<file path="config.mk">
export PLATFORM = sky130hd
export DESIGN_NAME = reel_spin_scheduler
export DESIGN_NICKNAME = d
export VERILOG_FILES = /design/src/rtl/slot_pkg.sv /design/src/rtl/reel_stepper.sv /design/src/rtl/reel_spin_scheduler.sv
export SDC_FILE = /design/constraint.sdc
export NUM_CORES = 1
export LEC_CHECK = 0
export ABC_AREA = 1
export BUFFER_PORTS_ARGS = -buffer_cell sky130_fd_sc_hd__buf_4
export CORE_ASPECT_RATIO = 0.6
export CORE_MARGIN = 8
export CORE_UTILIZATION = 62
export CTS_CLUSTER_DIAMETER = 100
export DETAILED_ROUTE_END_ITERATION = 12
export HOLD_SLACK_MARGIN = 0.15
export PLACE_DENSITY = 0.85
export SYNTH_ARGS = -nofsm -noshare
export SYNTH_HDL_FRONTEND = slang
export SYNTH_SLANG_ARGS = --single-unit
</file>
<file path="constraint.sdc">
create_clock -name clk -period 3.1 [get_ports clk]
set_input_delay 0.62 -clock clk [delete_from_list [all_inputs] [get_ports clk]]
set_output_delay 0.62 -clock clk [all_outputs]
set_load 0.05 [all_outputs]
</file>
<file path="src/rtl/slot_pkg.sv">
// Shared types and sizes for the slot-machine reel sequencing logic.
package slot_pkg;

    typedef enum logic [1:0] {
        IDLE,
        SPIN,
        DONE
    } spin_state_t;

    localparam int NUM_REELS = 3;
    localparam int SYM_W     = 3;

endpackage

</file>
<file path="src/rtl/reel_stepper.sv">
// One reel: displayed index, spinning flag and stop pulse. Steps on request and
// stops when its landing conditions all hold in the same frame update.
module reel_stepper
    import slot_pkg::*;
#(
    parameter int NUM_SYMBOLS = 8
)
(
    input  logic             clk,
    input  logic             reset,
    input  logic             load,
    input  logic             update,
    input  logic             step,
    input  logic             eligible,
    input  logic             prev_stopped,
    input  logic [SYM_W-1:0] target,
    output logic [SYM_W-1:0] idx,
    output logic             spinning,
    output logic             stop_pulse
);

    localparam logic [SYM_W-1:0] LAST_IDX = SYM_W'(NUM_SYMBOLS - 1);

    logic [SYM_W-1:0] idx_reg;
    logic [SYM_W-1:0] idx_post;
    logic             spinning_reg;
    logic             pulse_reg;
    logic             stop_now;

    always_comb begin
        idx_post = idx_reg;
        if (step) begin
            idx_post = (idx_reg == LAST_IDX) ? '0 : idx_reg + SYM_W'(1);
        end
    end

    // The landing test uses the post-step index so the reel stops on its target.
    assign stop_now = update && spinning_reg && prev_stopped && eligible && (idx_post == target);

    always_ff @(posedge clk or posedge reset) begin
        if (reset) begin
            idx_reg      <= '0;
            spinning_reg <= 1'b0;
            pulse_reg    <= 1'b0;
        end else begin
            pulse_reg <= stop_now;
            if (load) begin
                spinning_reg <= 1'b1;
            end else if (update && spinning_reg) begin
                idx_reg <= idx_post;
                if (stop_now) begin
                    spinning_reg <= 1'b0;
                end
            end
        end
    end

    assign idx        = idx_reg;
    assign spinning   = spinning_reg;
    assign stop_pulse = pulse_reg;

endmodule

</file>
<file path="src/rtl/reel_spin_scheduler.sv">
// Sequences one three-reel spin on vsync frame ticks: start latch, frame and
// step counters, staggered stop eligibility and the IDLE/SPIN/DONE handshake.
module reel_spin_scheduler
    import slot_pkg::*;
#(
    parameter int NUM_SYMBOLS     = 8,
    parameter int SPEED_FRAMES    = 2,
    parameter int MIN_SPIN_FRAMES = 60,
    parameter int STAGGER_FRAMES  = 20,
    parameter int FRAME_CNT_W     = 10
)
(
    input  logic             clk,
    input  logic             reset,
    input  logic             vsync,
    input  logic             start_spin,
    input  logic [SYM_W-1:0] final1_sprite,
    input  logic [SYM_W-1:0] final2_sprite,
    input  logic [SYM_W-1:0] final3_sprite,
    output logic [SYM_W-1:0] reel1_idx,
    output logic [SYM_W-1:0] reel2_idx,
    output logic [SYM_W-1:0] reel3_idx,
    output logic [2:0]       reel_spinning,
    output logic [2:0]       reel_stop_pulse,
    output logic             busy,
    output logic             done,
    output logic             target_err
);

    localparam int                     STEP_W    = (SPEED_FRAMES > 1) ? $clog2(SPEED_FRAMES) : 1;
    localparam logic [STEP_W-1:0]      STEP_LAST = STEP_W'(SPEED_FRAMES - 1);
    localparam logic [SYM_W:0]         SYM_LIMIT = (SYM_W + 1)'(NUM_SYMBOLS);
    localparam logic [FRAME_CNT_W-1:0] FRAME_MAX = '1;

    spin_state_t state_reg, state_next;

    logic                   vsync_prev_reg;
    logic                   start_prev_reg;
    logic                   tick;
    logic                   start_edge;
    logic [FRAME_CNT_W-1:0] frame_cnt_reg, frame_next;
    logic [STEP_W-1:0]      step_cnt_reg, step_next;
    logic                   step_wrap;
    logic                   load;
    logic                   update;
    logic                   target_err_reg;

    logic [SYM_W-1:0]     final_in   [NUM_REELS];
    logic [SYM_W-1:0]     target_reg [NUM_REELS];
    logic [SYM_W-1:0]     idx        [NUM_REELS];
    logic [NUM_REELS-1:0] spinning;
    logic [NUM_REELS-1:0] stop_pulse;
    logic [NUM_REELS-1:0] eligible;
    logic [NUM_REELS-1:0] bad_target;

    assign final_in[0] = final1_sprite;
    assign final_in[1] = final2_sprite;
    assign final_in[2] = final3_sprite;

    assign tick       = vsync_prev_reg & ~vsync;
    assign start_edge = ~start_prev_reg & start_spin;
    assign step_wrap  = (step_cnt_reg == STEP_LAST);
    assign step_next  = step_wrap ? '0 : step_cnt_reg + STEP_W'(1);
    assign frame_next = (frame_cnt_reg == FRAME_MAX) ? frame_cnt_reg
                                                     : frame_cnt_reg + FRAME_CNT_W'(1);

    always_comb begin
        state_next = state_reg;
        load       = 1'b0;
        update     = 1'b0;
        unique case (state_reg)
            IDLE: begin
                if (start_edge) begin
                    load       = 1'b1;
                    state_next = SPIN;
                end
            end
            SPIN: begin
                update = tick;
                if (spinning == '0) begin
                    state_next = DONE;
                end
            end
            DONE: begin
                // A new spin needs start_spin to drop first so IDLE sees a fresh edge.
                if (!start_spin) begin
                    state_next = IDLE;
                end
            end
            default: state_next = IDLE;
        endcase
    end

    always_ff @(posedge clk or posedge reset) begin
        if (reset) begin
            state_reg      <= IDLE;
            vsync_prev_reg <= 1'b1;
            start_prev_reg <= 1'b0;
            frame_cnt_reg  <= '0;
            step_cnt_reg   <= '0;
            target_err_reg <= 1'b0;
        end else begin
            state_reg      <= state_next;
            vsync_prev_reg <= vsync;
            start_prev_reg <= start_spin;
            if (load) begin
                frame_cnt_reg  <= '0;
                step_cnt_reg   <= '0;
                target_err_reg <= |bad_target;
            end else if (update) begin
                frame_cnt_reg <= frame_next;
                step_cnt_reg  <= step_next;
            end
        end
    end

    genvar gi;
    generate
        for (gi = 0; gi < NUM_REELS; gi++) begin : g_reel
            // Widened so MIN + k*STAGGER cannot wrap against the saturating counter.
            localparam logic [FRAME_CNT_W+1:0] THRESHOLD =
                (FRAME_CNT_W + 2)'(MIN_SPIN_FRAMES + gi * STAGGER_FRAMES);

            logic prev_stopped;

            assign bad_target[gi] = ({1'b0, final_in[gi]} >= SYM_LIMIT);
            assign eligible[gi]   = ({2'b00, frame_next} >= THRESHOLD);

            if (gi == 0) begin : g_first
                assign prev_stopped = 1'b1;
            end else begin : g_later
                assign prev_stopped = ~spinning[gi-1];
            end

            always_ff @(posedge clk or posedge reset) begin
                if (reset) begin
                    target_reg[gi] <= '0;
                end else if (load) begin
                    target_reg[gi] <= bad_target[gi] ? '0 : final_in[gi];
                end
            end

            reel_stepper #(
                .NUM_SYMBOLS (NUM_SYMBOLS)
            ) u_stepper (
                .clk          (clk),
                .reset        (reset),
                .load         (load),
                .update       (update),
                .step         (update & step_wrap),
                .eligible     (eligible[gi]),
                .prev_stopped (prev_stopped),
                .target       (target_reg[gi]),
                .idx          (idx[gi]),
                .spinning     (spinning[gi]),
                .stop_pulse   (stop_pulse[gi])
            );
        end
    endgenerate

    assign reel1_idx       = idx[0];
    assign reel2_idx       = idx[1];
    assign reel3_idx       = idx[2];
    assign reel_spinning   = spinning;
    assign reel_stop_pulse = stop_pulse;
    assign busy            = (state_reg == SPIN);
    assign done            = (state_reg == DONE);
    assign target_err      = target_err_reg;

endmodule
</file>
==> metrics.cfg <==
[outcome]
status=finished clean

[die]
die-height_um=63.45
die-area_mm2=0.006032
num_rows=17
die_w_um=95.08
ioPinCount=31
core_area_mm2=0.003637
initial_core_util_pct=63.95

[timing]
fmax_mhz=497.2
maxSlewViolCount=0
finalCritPeriodShare_pct=64.88
timing.slew.headroom_pct=65.70
final_hold_viol_count=0
rsz0062_at_grt=false
finClkSkew_ns=0.004839
setup_viol=0
fin_tns_setup_ns=0
worst_pin_slew_ns=0.5139
fin_crit_ns=2.011

[clock_network]
cts_tree=done
post_cts_resized=0
cts_setup_buffers=0
numCtsBuffers=5
cts.sinks=39
cts-root-buf=clkbuf_8
clk_pin_slew_ns=0.08
clock_latency_ns=0.30
hold_buffers=0
cts_buffer_depth=2
htree_levels=2

[synth]
yosys_warnings=0
synth_fp_nets=325
async_flop_share_pct=100.0
synth_edf_count=0
ys_types=34
synth-seq-cells=39
syn_area_mm2=0.002326
syn_inst=305
ys_seq_area_share_pct=42.01
synthFlopType=dfrtp_1
syn_area_per_cell_um2=7.626

[hold_path]
min_path_type=in -> async

[critical_path]
crit_type=reg -> reg
critPathRequiredTime_ns=3.28
r2r_setup_slack_ns=1.09
r2r_start=state_reg[1]
worstRegToRegCells=10
start_kind=flip-flop
timing.rr.end=g_reel[2].u_stepper.spinning
arrival_ns=2.19
endpoint_kind=flip-flop
cp_max_fo=12

[grt]
antenna_found_initial=0
use_met2_pct=26.59
grt_pass1_vias=1953
track_usage_pct=19.64
grt_first_pass_wirelength_um=9356
grt_max_degree=40
grt.busiest_layer=met1
grt_overflow_total=0
use_met1_pct=28.88
met3_usage_pct=4.846

[routing]
routedWlPerCell_um=14.30
ant_nets=0
drt_pass1_iterations=4
routed_wl_um=5421
drt_iter0_markers=280
drc=0
viasPerCell=5.422
dr_total_vias=2055

[placed_design]
place_congestion=0.9046
portBuffers=29
hpwl_um=3981

[power_and_ir_drop]
power_uw=1925
peakVddDrop_mv=0.6286
powerDensity_mw_per_mm2=731.0
p_leak_uw=0.001394

[flow_run]
max-cap-violations=0

[finish]
fin_nets=351
antenna_cells=0
area_growth_pct=13.23
drive_gt1_share_pct=19.28
fillCellCount=295
largest_reg_flops=10

-- per-layer routing --
metal | vias up | share of wire (%)
met3 | 9 | 7.7
met1 | 948 | 48
met2 | 86 | 42
met4 | 0 | 1.4
li1 | 1012 | -
met5 | - | 0
-- per-stage QoR --
step	cell area, um2	cells	hold slack, ns	util (%)	worst slack (ns)
finish	2634	379	0.4345	72.41	1.089
detailed placement	2534	371	0.4859	69.66	0.9197
global placement	2534	371	0.4774	69.66	1.041
CTS	2634	379	0.4394	72.41	1.125
floorplan	2326	305	0.4554	-	1.211
global route	2634	379	0.4311	72.41	0.9034
-- power breakdown --
| part | total, uW | switching, uW | internal [uW] | leakage [uW] |
|---|---|---|---|---|
| Sequential | 772 | 136 | 635 | 0.000494 |
| Clock | 384 | 181 | 203 | 0.0000515 |
| Combinational | 769 | 513 | 257 | 0.000849 |
| Total | 1930 | 830 | 1100 | 0.00139 |
-- worst max path at each step --
stage	startpoint	endpoint	slack (ns)	depth (start not counted)
global placement	vsync	g_reel[1].u_stepper.spinning	1.04	11
detailed placement	vsync	g_reel[2].u_stepper.spinning	0.92	11
global route	state_reg[1]	g_reel[1].u_stepper.spinning	0.90	10
floorplan	g_reel[2].u_stepper.idx[0]	g_reel[2].u_stepper.spinning	1.21	7
CTS	state_reg[1]	g_reel[2].u_stepper.spinning	1.12	10
finish	state_reg[1]	g_reel[2].u_stepper.spinning	1.09	10
-- cell type report --
class                           count  area (um2)  share of cell area (%)
Multi-Input combinational cell    212        1107                   42.04
Sequential cell                    39       977.2                   37.10
Timing Repair Buffer               31       232.7                   8.836
Inverter                           42       157.7                   5.986
Clock buffer                        8       100.1                   3.800
Tap cell                           47       58.81                   2.233
-- critical path, stage by stage, from the launching register on --
cell,delay (ns)
dfrtp_1,0.43
inv_1,0.09
nand2_1,0.09
nor2_2,0.44
nand2_1,0.28
nor2_1,0.17
nand2_1,0.07
inv_1,0.05
nand2_1,0.06
nor2_1,0.12
a21oi_1,0.09
-- Yosys cell counts (2+ instances only) --
library cell  number  area share (%)
nand3b_1           2            0.65
nand2_1           86              14
mux2_2             3             1.5
dfrtp_1           38              41
o21ai_0           24             5.2
a21oi_1            5             1.1
ha_1               7             3.8
nor2_2             4             1.1
buf_4              8             2.6
clkbuf_1           2            0.32
nand3_2            5             2.2
o21ai_1            3            0.65
nor2_1            23             3.7
nor3_1             2            0.43
nor2_4             2            0.97
o22ai_1            4             1.1
nand3_1           27             5.8
buf_6              2            0.97
inv_1             41             6.6
or2_2              3            0.81
-- cell usage in the layout, fill, tap and decap left out, drive strengths merged --
master and count:
a21oi 5, a31o 1, buf 31, clkbuf 8, conb 1, dfrtp 38, dfstp 1, ha 7
inv 42, mux2 3, nand2 88, nand3 32, nand3b 2, nand4 1, nor2 30, nor3 2
nor4 1, o211ai 1, o21a 1, o21ai 28, o22ai 4, or2 3, xnor2 1, xor2 1
-- cell families (layout without fill, tap and decap cells) --
group / after synthesis / count (layout) / share of synthesized area (%)
xor+xnor: 2 / 2 / 0.7532
compound gates: 40 / 40 / 9.575
buf+inv: 54 / 81 / 10.65
simple gates: 159 / 159 / 31.63
flops: 39 / 39 / 42.01
other cells: 1 / 1 / 0.1612
fa+ha+maj: 7 / 7 / 3.765
mux: 3 / 3 / 1.452
Note: power is estimated with default switching activity, not from simulation.
